[config.mk]
export PLATFORM = sky130hd
export DESIGN_NAME = adder_sweep_ctrl_flat
export DESIGN_NICKNAME = d
export VERILOG_FILES = /design/src/rtl/adder_sweep_ctrl_pkg.sv /design/src/rtl/adder_sweep_ctrl_if.sv /design/src/rtl/adder_sweep_ctrl_hold_timer.sv /design/src/rtl/adder_sweep_ctrl.sv /design/src/flat_wrapper.sv
export SDC_FILE = /design/constraint.sdc
export NUM_CORES = 1
export LEC_CHECK = 0
export CAP_MARGIN = 10
export CORE_MARGIN = 3
export CORE_UTILIZATION = 34
export DETAILED_ROUTE_END_ITERATION = 8
export HOLD_SLACK_MARGIN = 0.12
export PLACE_DENSITY_LB_ADDON = 0.3
export REMOVE_ABC_BUFFERS = 1
export SKIP_CTS_REPAIR_TIMING = 1
export SLEW_MARGIN = 40
export SYNTH_ARGS = -nofsm -noshare
export SYNTH_HDL_FRONTEND = slang
export SYNTH_SLANG_ARGS = --single-unit
[constraint.sdc]
create_clock -name clk -period 2.6 [get_ports clk]
set_input_delay 0.65 -clock clk [delete_from_list [all_inputs] [get_ports clk]]
set_output_delay 0.65 -clock clk [all_outputs]
set_load 0.02 [all_outputs]
[src/rtl/adder_sweep_ctrl_pkg.sv]
// Shared definitions for the adder sweep controller: state encoding and default sizes.
// No logic; pure constants and a width helper.
// Not applicable: no handshake.
package adder_sweep_ctrl_pkg;

  // Default operand width and per-pair hold time
  localparam int W_DEF           = 2;
  localparam int HOLD_CYCLES_DEF = 10;

  // Controller states; encodings are shared with the adder bench
  typedef enum logic [1:0] {
    ST_IDLE  = 2'd0,
    ST_DRIVE = 2'd1,
    ST_DONE  = 2'd2
  } state_t;

  // Counter width able to hold 0..n-1 (at least one bit)
  function automatic int cnt_width(input int n);
    return (n > 1) ? $clog2(n) : 1;
  endfunction

endpackage

[src/rtl/adder_sweep_ctrl_if.sv]
// Bundle between the sweep controller and the adder / test harness.
// No latency of its own; wires only.
// No backpressure: the controller paces the adder by holding operands.
interface adder_sweep_ctrl_if
  import adder_sweep_ctrl_pkg::*;
#(
  parameter int W = W_DEF
);

  logic             start;
  logic [W-1:0]     a_out;
  logic [W-1:0]     b_out;
  logic [W-1:0]     s_in;
  logic             cout_in;
  logic             busy;
  logic             done;
  logic             err;
  logic [2*W:0]     err_count;
  logic [2*W-1:0]   first_fail;
  logic [2*W-1:0]   vec_idx;

  // Controller side
  modport master (
    input  start, s_in, cout_in,
    output a_out, b_out, busy, done, err, err_count, first_fail, vec_idx
  );

  // Adder / harness side
  modport slave (
    output start, s_in, cout_in,
    input  a_out, b_out, busy, done, err, err_count, first_fail, vec_idx
  );

endinterface

[src/rtl/adder_sweep_ctrl_hold_timer.sv]
// Hold timer: counts 0..HOLD_CYCLES-1 while enabled, tc high on the last count.
// Count advances one per enabled cycle; tc is a decode of the count register.
// No backpressure; clr overrides en.
module hold_timer
  import adder_sweep_ctrl_pkg::*;
#(
  parameter int HOLD_CYCLES = HOLD_CYCLES_DEF
) (
  input  logic clk,
  input  logic rst,
  input  logic clr,
  input  logic en,
  output logic tc
);

  localparam int              CW     = cnt_width(HOLD_CYCLES);
  localparam logic [CW-1:0]   TC_VAL = CW'(HOLD_CYCLES - 1);

  logic [CW-1:0] cnt_q;
  logic [CW-1:0] cnt_d;

  // Terminal count decode
  always_comb begin
    tc = (cnt_q == TC_VAL);
  end

  // Next count: clear wins, otherwise wrap at terminal count
  always_comb begin
    cnt_d = cnt_q;
    if (clr) begin
      cnt_d = '0;
    end else if (en) begin
      cnt_d = tc ? '0 : cnt_q + 1'b1;
    end
  end

  // Count register
  always_ff @(posedge clk) begin
    if (rst) begin
      cnt_q <= '0;
    end else begin
      cnt_q <= cnt_d;
    end
  end

endmodule

[src/rtl/adder_sweep_ctrl.sv]
// Exhaustive adder self-test: drives every {a,b} pair, holds it HOLD_CYCLES, checks {cout,s}.
// done pulses 2^(2W)*HOLD_CYCLES cycles after the accepted start edge.
// No backpressure; start is ignored unless idle.
module adder_sweep_ctrl
  import adder_sweep_ctrl_pkg::*;
#(
  parameter int W           = W_DEF,
  parameter int HOLD_CYCLES = HOLD_CYCLES_DEF
) (
  input  logic               clk,
  input  logic               rst,
  adder_sweep_ctrl_if.master bus
);

  state_t           state_q, state_d;
  logic [2*W-1:0]   vec_idx_q, vec_idx_d;
  logic             err_q, err_d;
  logic [2*W:0]     err_count_q, err_count_d;
  logic [2*W-1:0]   first_fail_q, first_fail_d;

  logic             tc;
  logic             start_acc;
  logic             check_vld;
  logic             last_pair;
  logic [W-1:0]     op_a;
  logic [W-1:0]     op_b;
  logic [W:0]       exp_sum;
  logic [W:0]       obs_sum;

  // Timer runs only while driving; held at zero otherwise so each sweep starts aligned
  hold_timer #(
    .HOLD_CYCLES (HOLD_CYCLES)
  ) u_hold_timer (
    .clk (clk),
    .rst (rst),
    .clr (state_q != ST_DRIVE),
    .en  (state_q == ST_DRIVE),
    .tc  (tc)
  );

  // Decode the current pair and compare the adder result at full W+1 width
  always_comb begin
    op_a      = vec_idx_q[2*W-1:W];
    op_b      = vec_idx_q[W-1:0];
    exp_sum   = {1'b0, op_a} + {1'b0, op_b};
    obs_sum   = {bus.cout_in, bus.s_in};
    start_acc = (state_q == ST_IDLE) && bus.start;
    check_vld = (state_q == ST_DRIVE) && tc;
    last_pair = (vec_idx_q == '1);
  end

  // FSM state register
  always_ff @(posedge clk) begin
    if (rst) begin
      state_q <= ST_IDLE;
    end else begin
      state_q <= state_d;
    end
  end

  // FSM next state
  always_comb begin
    state_d = state_q;
    case (state_q)
      ST_IDLE:  if (start_acc) state_d = ST_DRIVE;
      ST_DRIVE: if (check_vld && last_pair) state_d = ST_DONE;
      ST_DONE:  state_d = ST_IDLE;
      default:  state_d = ST_IDLE;
    endcase
  end

  // FSM outputs; operands forced to zero whenever not driving
  always_comb begin
    bus.busy  = (state_q == ST_DRIVE);
    bus.done  = (state_q == ST_DONE);
    bus.a_out = (state_q == ST_DRIVE) ? op_a : '0;
    bus.b_out = (state_q == ST_DRIVE) ? op_b : '0;
    bus.vec_idx    = vec_idx_q;
    bus.err        = err_q;
    bus.err_count  = err_count_q;
    bus.first_fail = first_fail_q;
  end

  // Sweep index and result bookkeeping; start clears, each check may record a failure
  always_comb begin
    vec_idx_d    = vec_idx_q;
    err_d        = err_q;
    err_count_d  = err_count_q;
    first_fail_d = first_fail_q;
    if (start_acc) begin
      vec_idx_d    = '0;
      err_d        = 1'b0;
      err_count_d  = '0;
      first_fail_d = '0;
    end else if (check_vld) begin
      if (obs_sum != exp_sum) begin
        err_d       = 1'b1;
        err_count_d = err_count_q + 1'b1;
        if (!err_q) begin
          first_fail_d = vec_idx_q;
        end
      end
      // Wraps to zero after the last pair
      vec_idx_d = vec_idx_q + 1'b1;
    end
  end

  // Datapath registers
  always_ff @(posedge clk) begin
    if (rst) begin
      vec_idx_q    <= '0;
      err_q        <= 1'b0;
      err_count_q  <= '0;
      first_fail_q <= '0;
    end else begin
      vec_idx_q    <= vec_idx_d;
      err_q        <= err_d;
      err_count_q  <= err_count_d;
      first_fail_q <= first_fail_d;
    end
  end

endmodule

[src/flat_wrapper.sv]
// flat-port wrapper written by rule: the top's interface ports become plain ports
module adder_sweep_ctrl_flat import adder_sweep_ctrl_pkg::*;
#(
  parameter int W           = W_DEF,
  parameter int HOLD_CYCLES = HOLD_CYCLES_DEF
)
  (clk, rst, bus_start, bus_s_in, bus_cout_in, bus_a_out, bus_b_out, bus_busy, bus_done, bus_err, bus_err_count, bus_first_fail, bus_vec_idx);
  adder_sweep_ctrl_if #(.W(W)) bus_i ();
  input  logic clk;
  input  logic rst;
  input wire logic [$bits(bus_i.start)-1:0] bus_start;
  input wire logic [$bits(bus_i.s_in)-1:0] bus_s_in;
  input wire logic [$bits(bus_i.cout_in)-1:0] bus_cout_in;
  output wire logic [$bits(bus_i.a_out)-1:0] bus_a_out;
  output wire logic [$bits(bus_i.b_out)-1:0] bus_b_out;
  output wire logic [$bits(bus_i.busy)-1:0] bus_busy;
  output wire logic [$bits(bus_i.done)-1:0] bus_done;
  output wire logic [$bits(bus_i.err)-1:0] bus_err;
  output wire logic [$bits(bus_i.err_count)-1:0] bus_err_count;
  output wire logic [$bits(bus_i.first_fail)-1:0] bus_first_fail;
  output wire logic [$bits(bus_i.vec_idx)-1:0] bus_vec_idx;
  assign bus_i.start = bus_start;
  assign bus_i.s_in = bus_s_in;
  assign bus_i.cout_in = bus_cout_in;
  assign bus_a_out = bus_i.a_out;
  assign bus_b_out = bus_i.b_out;
  assign bus_busy = bus_i.busy;
  assign bus_done = bus_i.done;
  assign bus_err = bus_i.err;
  assign bus_err_count = bus_i.err_count;
  assign bus_first_fail = bus_i.first_fail;
  assign bus_vec_idx = bus_i.vec_idx;
  adder_sweep_ctrl #(.W(W), .HOLD_CYCLES(HOLD_CYCLES)) u_core (.clk(clk), .rst(rst), .bus(bus_i));
endmodule
# Yosys cells after proc, flatten, opt, wreduce, memory -nomap -nowiden
# Cells that the tools add are included.
# word_totals
regBits,20
input_bits,6
out_inout_bits,20
word_cells,34
# op_classes
addsub,4
eq_ne,8
n_mux,6
bitwise,1
n_reduce_logical,9
# op_table
cell,n
$add A4 B1 Y4 const B,2
$eq A4 B4 Y1 const B,2
$mux W2,4
$ne A2 B1 Y1 const B,3
$add A5 B1 Y5 const B,1
$mux W4,1
$pmux W2 S2,1
$reduce_and A2 Y1,2
$reduce_or A2 Y1,2
$add A2 B2 Y3,1
$logic_and A1 B1 Y1,3
$ne A3 B3 Y1,1
$reduce_and A3 Y1,1
$eq A2 B1 Y1 const B,1
$eq A2 B2 Y1 const B,1
$logic_not A2 Y1,1
$not A1 Y1,1

# Depth between registers and ports, before layout
# Gate-level depths: netlist of run 1.
# logic_depth
ltp_word,5
ltp_mapped,7
ltp_nobuf,6

# Modules after synthesis
# From an unflattened synthesis of run 1, not the netlist that was laid out.
# hier_totals
hier_cells,101
hier_area_um2,1007.2
# by_module_without_submodules
mod,instances,cells_each,area_each_um2,seq_area_each_um2
adder_sweep_ctrl,1,80,808.3,320.3
hold_timer,1,21,198.9,80.1

# Worst setup path after synthesis of run 1
# OpenSTA, ideal clock, no wires.
# synth_path
path_kind,register to register
start,"reg u_core.vec_idx_q[2], in the netlist u_core.bus.vec_idx[2]"
end,"reg u_core.err_count_q[1], in the netlist u_core.bus.err_count[1]"
setup_time_ps,128
t_arrival_ps,2128
setup_slack_ps,344
path_stages_with_launch,8
n_path_buf,1
synth_period_minus_slack_ps,2256
cell_sequence,dfxtp_1 -> ha_1 -> fa_1 -> xor2_1 -> o311ai_4 -> buf_2 -> mux2i_1 -> nor2_1
# synth_via
elab_chain_cells,3
# synth_rtl
element,line_no,source
"start, declared",adder_sweep_ctrl.sv:16,"logic [2*W-1:0] vec_idx_q, vec_idx_d;"
"start signal, assigned",adder_sweep_ctrl.sv:116,vec_idx_q <= vec_idx_d;
$add A2 B2 Y3,adder_sweep_ctrl.sv:45,"exp_sum = {1'b0, op_a} + {1'b0, op_b};"
$ne A3 B3 Y1,adder_sweep_ctrl.sv:96,if (obs_sum != exp_sum) begin
$reduce_and A2 Y1 (no line),n/a,
"end signal, assigned",adder_sweep_ctrl.sv:118,err_count_q <= err_count_d;
"end, declared",adder_sweep_ctrl.sv:18,"logic [2*W:0] err_count_q, err_count_d;"
# No other way between the ends.
# A chain may end at the register's enable or synchronous reset.

# Worst setup path in the final report of run 1
# layout_path
start,reg u_core.state_q[0]
end,out bus_b_out[1]
# layout_via
elab_chain_cells,2
# layout_rtl
element,line_no,source
"start, declared",adder_sweep_ctrl.sv:15,"state_t state_q, state_d;"
"start signal, assigned",adder_sweep_ctrl.sv:57,state_q <= state_d;
$eq A2 B1 Y1,adder_sweep_ctrl.sv:77,bus.b_out = (state_q == ST_DRIVE) ? op_b : '0;
$mux W2,adder_sweep_ctrl.sv:77,
"end, declared",flat_wrapper.sv:15,output wire logic [$bits(bus_i.b_out)-1:0] bus_b_out;
# No other way between the ends.

==> results of run 1 <==
[cells in the mapped netlist]
master      n  area share, %
a2111oi_0   1           0.93
a21o_1      1           0.80
a21oi_1    10            5.3
a22oi_1     1           0.80
and2_1      4            2.7
and2b_1     1           0.80
and3_1      1           0.67
and3b_1     1           0.93
and4_1      1           0.93
and4bb_4    1            1.7
buf_2       1           0.53
clkbuf_1    2           0.80
dfxtp_1    20             43
fa_1        1            2.1
ha_1        3            4.0
inv_1       3            1.2
mux2i_1     1            1.1
nand2_1     4            1.6
nand2b_1    3            2.0
nand3_1     5            2.7
nand3b_1    3            2.4
nor2_1     10            4.0
nor2b_1     1           0.67
o21ai_0     9            4.8
o311ai_4    1            2.8
or3_1       3            2.0
or3b_1      2            1.9
xnor2_1     1           0.93
xor2_1      7            6.5
[worst register-to-register path, cell delays in order, from the launching register on]
cell	delay (ns)
dfxtp_1	0.48
ha_1	0.21
fa_1	0.42
xor2_1	0.19
o311ai_4	0.60
o21ai_0	0.20
a21oi_1	0.15
[power groups by stage]
stage,registers [W],clock network [W],logic [W]
after floorplan,0.000318,0,0.0000153
after global placement,0.000318,0,0.0000291
after detailed placement,0.000318,0,0.0000294
after CTS,0.000311,0.000185,0.0000295
after global routing,0.000312,0.000194,0.0000322
final,0.000311,0.000174,0.0000294
[final cells by class]
type | count | area (um2) | share of cell area [%]
sequential | 20 | 400 | 31.9
tap | 30 | 37.5 | 2.99
timing repair buffer | 25 | 250 | 20.0
multi-input combinational | 76 | 518 | 41.3
clock buffer | 4 | 36.3 | 2.89
inverter | 3 | 11.3 | 0.898
[cells by family (layout without fill, tap and decap cells)]
family / count (synthesis) / after routing / synth area share [%]
compound gates: 23 / 23 / 15.4
flops: 20 / 20 / 42.6
buf+inv: 6 / 32 / 2.53
mux: 1 / 1 / 1.06
xor+xnor: 8 / 8 / 7.45
fa+ha+maj: 4 / 4 / 6.12
simple gates: 40 / 40 / 24.9
[worst paths after layout]
| check | from | slack, ns | end |
|---|---|---|---|
| max | u_core.state_q[0] | 0.19 | bus_b_out[1] |
| min | u_core.state_q[1] | 0.48 | u_core.state_q[0] |
| max reg2reg | u_core.bus.vec_idx[0] | 0.28 | u_core.bus.err_count[4] |
| min reg2reg | u_core.state_q[1] | 0.48 | u_core.state_q[0] |
[flip-flops by register name (all words and copies together), names as in the netlist]
name                       count
u_core.bus.err                 1
u_core.bus.err_count           5
u_core.bus.first_fail          4
u_core.bus.vec_idx             4
u_core.state_q                 2
u_core.u_hold_timer.cnt_q      4
[routing by layer]
| layer | global-route usage [%] | vias up | share of wire [%] |
|---|---|---|---|
| li1 | - | 406 | - |
| met1 | 15.2 | 364 | 47 |
| met5 | 0 | - | 0 |
| met4 | 6.80 | 0 | 0.76 |
| met2 | 18.7 | 16 | 47 |
| met3 | 2.85 | 2 | 5.5 |
[stage by stage]
stage	utilization (%)	setup slack, ns
2_1_floorplan	-	0.382
3_3_place_gp	47.8	0.300
3_5_place_dp	47.8	0.280
4_1_cts	49.2	0.0254
5_1_grt	49.3	0.0927
6_report	49.3	0.185
==> results by group, run 1 <==
Status
  • Status: complete, no violations

Clocking
  • Clock-pin slew on the worst setup and hold paths: around 0.10 ns
  • H-tree levels: 1
  • Later-pin clock latency in the skew report: 0.29 ns
  • TritonCTS sink count: 20
  • CTS root buffer: clkbuf_4
  • Clock Path Buffers: 2
  • CTS tree: yes
  • Number of CTS-inserted buffers: 3

Detailed routing
  • Vias: ~790
  • DR vias/cell: 4.99
  • DRC Markers: 0
  • Drt total wl: ~1.8 mm
  • Post-DR wirelength/cell: around 12 um
  • 1st-pass router iterations: 2
  • DR iter-0 viols: 18
  • Number of routed nets with antenna violations: 0

Floorplan
  • I/O Pins: 26
  • Starting density of the core: between 30% and 40%
  • Core area: 2540 um2
  • Die width: just under 60 um
  • Std-Cell Rows: 18
  • Die area: around 3400 um2
  • Die H: just under 60 um

Layout
  • Number of diodes: 0
  • Non-Filler Instances: approximately 160
  • Layout cells sized above 1: under 10%
  • Most common cell after layout, fill and taps aside: clkdlybuf4s50_1
  • Fin area: between 1000 and 1500 um2
  • Fill cells: between 200 and 300
  • P&R area growth vs syn: 33.2%
  • Most frequent cells in the layout: clkdlybuf4s50_1 (25), dfxtp_1 (20), nor2_1 (10), a21oi_1 (10), o21ai_0 (9)
  • Final nets: approximately 140

Power and ir drop
  • Total power draw: roughly 0.00051 W
  • Peak supply drop: about 0.00026 V
  • Power per cell area: 411 nW/um2
  • Sequential share of power: about three fifths
  • Net switching power figure: roughly 0.00011 W
  • LEAKAGE: roughly 0.45 nW
  • Sw Share: 20.9%
  • Clock power share: 33.8%
  • Comb power frac: approximately 5.7%
  • Total internal power: just over 0.0004 W

STA
  • Max Clk Rate: 0.414 GHz
  • Rel. slew slack: 58.5%
  • Setup TNS: 0 ns
  • Slew Viols, Final: 0
  • Minimum clock period: ~2.4 ns
  • Worst-case clock skew: ~0.0032 ns
  • RSZ-0062 raised after global routing: no
  • Final Hold Vio Count: 0
  • Final hold slack: 0.482 ns
  • Worst Tran Pin Value: 0.620 ns
  • Final setup viols: 0
  • Crit share post-route: between 90% and 100%

Synthesis
  • Post-Synthesis Cell Area: between 900 and 1000 um2
  • Ys Warns: 0
  • Distinct cells, synth: 29
  • Seq/Total Area, Yosys: approximately 43%
  • Syn avg cell area: approximately 9.2 um2
  • Cells after synthesis: ~100
  • Synth Register Bits: 20

Critical path
  • Buf/Inv on CP: 1
  • Worst Path Max Fanout: 12
  • CP required: roughly 2.0 ns
  • CP max stage delay: approximately 0.61 ns
  • Critical-path top delay cell: clkdlybuf4s50_1
  • Top Family by Delay on Critical Path: buffers and inverters
  • Worst path depth: 3
  • R2R depth: 6
  • CP cell instances: and2b_2 > and2_1 > clkdlybuf4s50_1
  • Critical path type: flop to primary output
  • Type of origin of the critical path: flop
  • Critical Path End Type: primary output
  • Crit path DAT: roughly 1.8 ns

Placed design
  • I/O Buffers: 25
  • Routability congestion estimate: 0.755
  • Placed insts: around 150
  • Dpl cell area: ~1200 um2
  • DP Wirelength: about 1.4 mm

Run
  • Max-Cap Viols: 0

Worst hold path
  • Hold Crit Class: flop to flop
  • Hold path depth: 1

Global routing
  • First-pass GRT wire length: roughly 3.2 mm
  • Total GRT Usage: roughly an eighth
  • GRT Residual Overflow: 0
  • Pin count of the biggest net entering global routing: 18
  • Vias in the first global route: approximately 770
  • Antenna violations before repair: 0
No activity file was read; power rests on OpenSTA's default activity.
==> inputs of run 2 (changes only) <==
--- a/config.mk
+++ b/config.mk
@@ -5,7 +5,6 @@
 export SDC_FILE = /design/constraint.sdc
 export NUM_CORES = 1
 export LEC_CHECK = 0
-export CAP_MARGIN = 10
 export CORE_MARGIN = 3
 export CORE_UTILIZATION = 34
 export DETAILED_ROUTE_END_ITERATION = 8
==> results of run 2 <==
The final DEF is identical to that of run 1; final timing and power are the same.
==> inputs of run 3 (changes only) <==
--- a/config.mk
+++ b/config.mk
@@ -5,6 +5,8 @@
 export SDC_FILE = /design/constraint.sdc
 export NUM_CORES = 1
 export LEC_CHECK = 0
+export ABC_AREA = 1
+export CORE_ASPECT_RATIO = 0.6
 export CORE_MARGIN = 3
 export CORE_UTILIZATION = 34
 export DETAILED_ROUTE_END_ITERATION = 8
==> run 3 against run 2 <==
Wire length rose by 23%. Sequential share of layout area is 2.7 points lower. Combinational power increased by 42%. Total power rose by 15%. Fmax grew 8.3%. Final area is 9.3% higher. Synthesized cell count up 39%. Global-route usage up 1.4 points. Core utilization is 1.9 points higher. Sequential power hardly changed. Highest routed layer unchanged.
==> results by group, run 3 <==
Status
  • Status: complete, no violations (unchanged)

STA
  • Final Hold Vio Count: 0 (unchanged)
  • RSZ-0062 raised after global routing: no (unchanged)
  • Crit share post-route: 85.7% (was 92.9%)
  • Worst-case clock skew: 0.00182 ns (was 0.00320 ns)
  • Max Clk Rate: 0.449 GHz (was 0.414 GHz)
  • Slew Viols, Final: 0 (unchanged)
  • Rel. slew slack: 83.9% (was 58.5%)
  • Final setup viols: 0 (unchanged)
  • Worst Tran Pin Value: 0.241 ns (was 0.620 ns)
  • Final hold slack: 0.467 ns (was 0.482 ns)
  • Setup TNS: 0 ns (unchanged)
  • Minimum clock period: 2.23 ns (was 2.41 ns)

Detailed routing
  • DRC Markers: 0 (unchanged)
  • DR vias/cell: 4.50 (was 4.99)
  • 1st-pass router iterations: 2 (unchanged)
  • Post-DR wirelength/cell: 10.8 um (was 11.6 um)
  • Vias: 944 (was 788)
  • Drt total wl: 2.26 mm (was 1.84 mm)
  • Number of routed nets with antenna violations: 0 (unchanged)
  • DR iter-0 viols: 36 (was 18)

Run
  • Max-Cap Viols: 0 (unchanged)

Critical path
  • CP cell instances: inv_1 > nor2_1 > clkdlybuf4s50_1 (was and2b_2 > and2_1 > clkdlybuf4s50_1)
  • CP required: 1.95 ns (about the same)
  • Type of origin of the critical path: flop (unchanged)
  • Crit path DAT: 1.58 ns (was 1.76 ns)
  • Critical Path End Type: primary output (unchanged)
  • CP max stage delay: 0.62 ns (was 0.61 ns)
  • Critical path type: flop to primary output (unchanged)
  • Worst Path Max Fanout: 5 (was 12)
  • Worst reg2reg setup slack: 0.64 ns (was 0.28 ns)
  • Critical-path top delay cell: clkdlybuf4s50_1 (unchanged)

Global routing
  • Total GRT Usage: 13.5% (was 12.0%)
  • Met3 Track Usage GR: 5.74% (was 2.85%)
  • Pin count of the biggest net entering global routing: 14 (was 18)
  • Vias in the first global route: 922 (was 768)
  • GRT Residual Overflow: 0 (unchanged)
  • Most Used Layer, Global Route: met2 (unchanged)
  • Met1 usage: 17.6% (was 15.2%)
  • M2 GR Usage: 21.1% (was 18.7%)
  • Antenna violations before repair: 0 (unchanged)
  • First-pass GRT wire length: 4.15 mm (was 3.22 mm)

Layout
  • Most frequent cells in the layout: nand2_1 (27), inv_1 (25), clkdlybuf4s50_1 (25), dfxtp_1 (20), nor2_1 (19) (was clkdlybuf4s50_1 (25), dfxtp_1 (20), nor2_1 (10), a21oi_1 (10), o21ai_0 (9))
  • Most common cell after layout, fill and taps aside: nand2_1 (was clkdlybuf4s50_1)
  • Multi-input gate area: 505 um2 (was 518 um2)
  • Register Area: 400 um2 (unchanged)
  • Non-Filler Instances: 210 (was 158)
  • Largest register FFs: 5 (unchanged)
  • Fill cells: 281 (was 258)
  • Final nets: 181 (was 139)
  • Layout cells sized above 1: 8.82% (was 5.47%)
  • P&R area growth vs syn: 33.5% (was 33.2%)
  • Number of diodes: 0 (unchanged)

Worst hold path
  • Hold Crit Class: flop to flop (unchanged)

Floorplan
  • Die width: 76.9 um (was 58.6 um)
  • Std-Cell Rows: 14 (was 18)
  • Core area: 2680 um2 (was 2540 um2)
  • Starting density of the core: 38.3% (was 37.0%)
  • I/O Pins: 26 (unchanged)
  • Die H: 48.6 um (was 58.6 um)
  • Die area: 3730 um2 (was 3430 um2)

Synthesis
  • FFs w/ async S/R, synth: 0% (unchanged)
  • Synth Register Bits: 20 (unchanged)
  • Cells after synthesis: 142 (was 102)
  • Distinct cells, synth: 21 (was 29)
  • Seq/Total Area, Yosys: 39.0% (was 42.6%)
  • Post-Synthesis Cell Area: 1030 um2 (was 941 um2)
  • Top post-synthesis cells by area: dfxtp_1 (39%), nand2_1 (9.9%), inv_1 (9.1%), nor2_1 (7.0%), a21oi_1 (4.9%) (was dfxtp_1 (43%), xor2_1 (6.5%), a21oi_1 (5.3%), o21ai_0 (4.8%), ha_1 (4.0%))
  • Post-synth EDFFs: 0 (unchanged)
  • Synth area leader: dfxtp_1 (unchanged)
  • Ys flop type: dfxtp_1 (unchanged)
  • Syn avg cell area: 7.23 um2 (was 9.22 um2)
  • Top-count cell post-synth: nand2_1 (was dfxtp_1)
  • Ys Warns: 0 (unchanged)
  • Most instantiated cells after synthesis: nand2_1 (27), inv_1 (25), dfxtp_1 (20) (was dfxtp_1 (20), a21oi_1 (10), nor2_1 (10))
  • Top cell type's share of synthesized area: 39.0% (was 42.6%)

Clocking
  • CTS tree: yes (unchanged)
  • Later-pin clock latency in the skew report: 0.26 ns (was 0.29 ns)
  • TritonCTS sink count: 20 (unchanged)
  • CTS root buffer: clkbuf_8 (was clkbuf_4)
  • Clock-pin slew on the worst setup and hold paths: 0.07 ns (was 0.10 ns)
  • H-tree levels: 1 (unchanged)
  • Number of CTS-inserted buffers: 3 (unchanged)
  • Clock Path Buffers: 2 (unchanged)

Power and ir drop
  • Peak supply drop: 0.000266 V (was 0.000265 V)
  • Power per cell area: 433 nW/um2 (was 411 nW/um2)
  • LEAKAGE: 0.578 nW (was 0.452 nW)

Placed design
  • DP Wirelength: 1.77 mm (was 1.41 mm)
  • I/O Buffers: 25 (unchanged)
  • Placed insts: 206 (was 154)
  • Routability congestion estimate: 0.798 (was 0.755)
run 3: cell types whose count changed in the layout (fill, tap and decap cells not counted), moves of 4 or more:
cell,change
nor2_1,+9
inv_1,+22
nand4_1,+5
and2_1,-4
o21ai_0,-7
xor2_1,-5
nand2_1,+23
inv_2,+4
run 3: worst max-delay path: cells and delay by family, from the launching register on:
kind                   cells  cell delay [ns]
DFF                        1             0.44
buffers and inverters      2             0.75
and+or+nand+nor            1             0.12
run 3: per-stage QoR:
stage / instance area [um2] / utilization, % / worst slack, ns / total power, W
final: 1370 / 51.1 / 0.371 / 0.000593
after global routing: 1370 / 51.1 / 0.242 / 0.000623
after CTS: 1370 / 51.1 / 0.346 / 0.000602
after detailed placement: 1320 / 49.1 / 0.588 / 0.000360
after global placement: 1320 / 49.1 / 0.638 / 0.000359
after floorplan: 1010 / - / 0.724 / 0.000343
run 3: layer usage:
layer,vias up,wire length (um)
li1,493,-
met3,3,151
met5,-,0
met4,0,12
met2,23,920
met1,425,1180
run 3: area by class of cell:
class | count | area share (%)
tap | 40 | 3.65
multi-input combinational | 92 | 36.9
timing repair buffer | 25 | 18.3
sequential | 20 | 29.2
clock buffer | 4 | 4.02
inverter | 29 | 7.95
run 3: final timing paths:
check | startpoint | end | depth (start not counted)
worst min register to register | u_core.u_hold_timer.cnt_q[0] | u_core.u_hold_timer.cnt_q[0] | 1
worst max-delay path | u_core.bus.vec_idx[3] | bus_a_out[1] | 3
worst max register to register | u_core.bus.vec_idx[2] | u_core.bus.err_count[3] | 10
worst min-delay path | u_core.u_hold_timer.cnt_q[0] | u_core.u_hold_timer.cnt_q[0] | 1
run 3: report_power, final:
part / internal, W / switching, W / leakage [nW]
combinational: 0.0000169 / 0.0000248 / 0.388
sequential: 0.000309 / 0.00000238 / 0.161
clock: 0.000135 / 0.000106 / 0.0288
run 3: cell families after synthesis:
family,Yosys count,synth area share [%]
buffers and inverters,30,11.7
adder cells (fa/ha/maj),4,5.61
XOR/XNOR,6,5.12
flip-flops,20,39.0
AO/OA/AOI/OAI,14,6.83
AND/OR/NAND/NOR,68,31.7
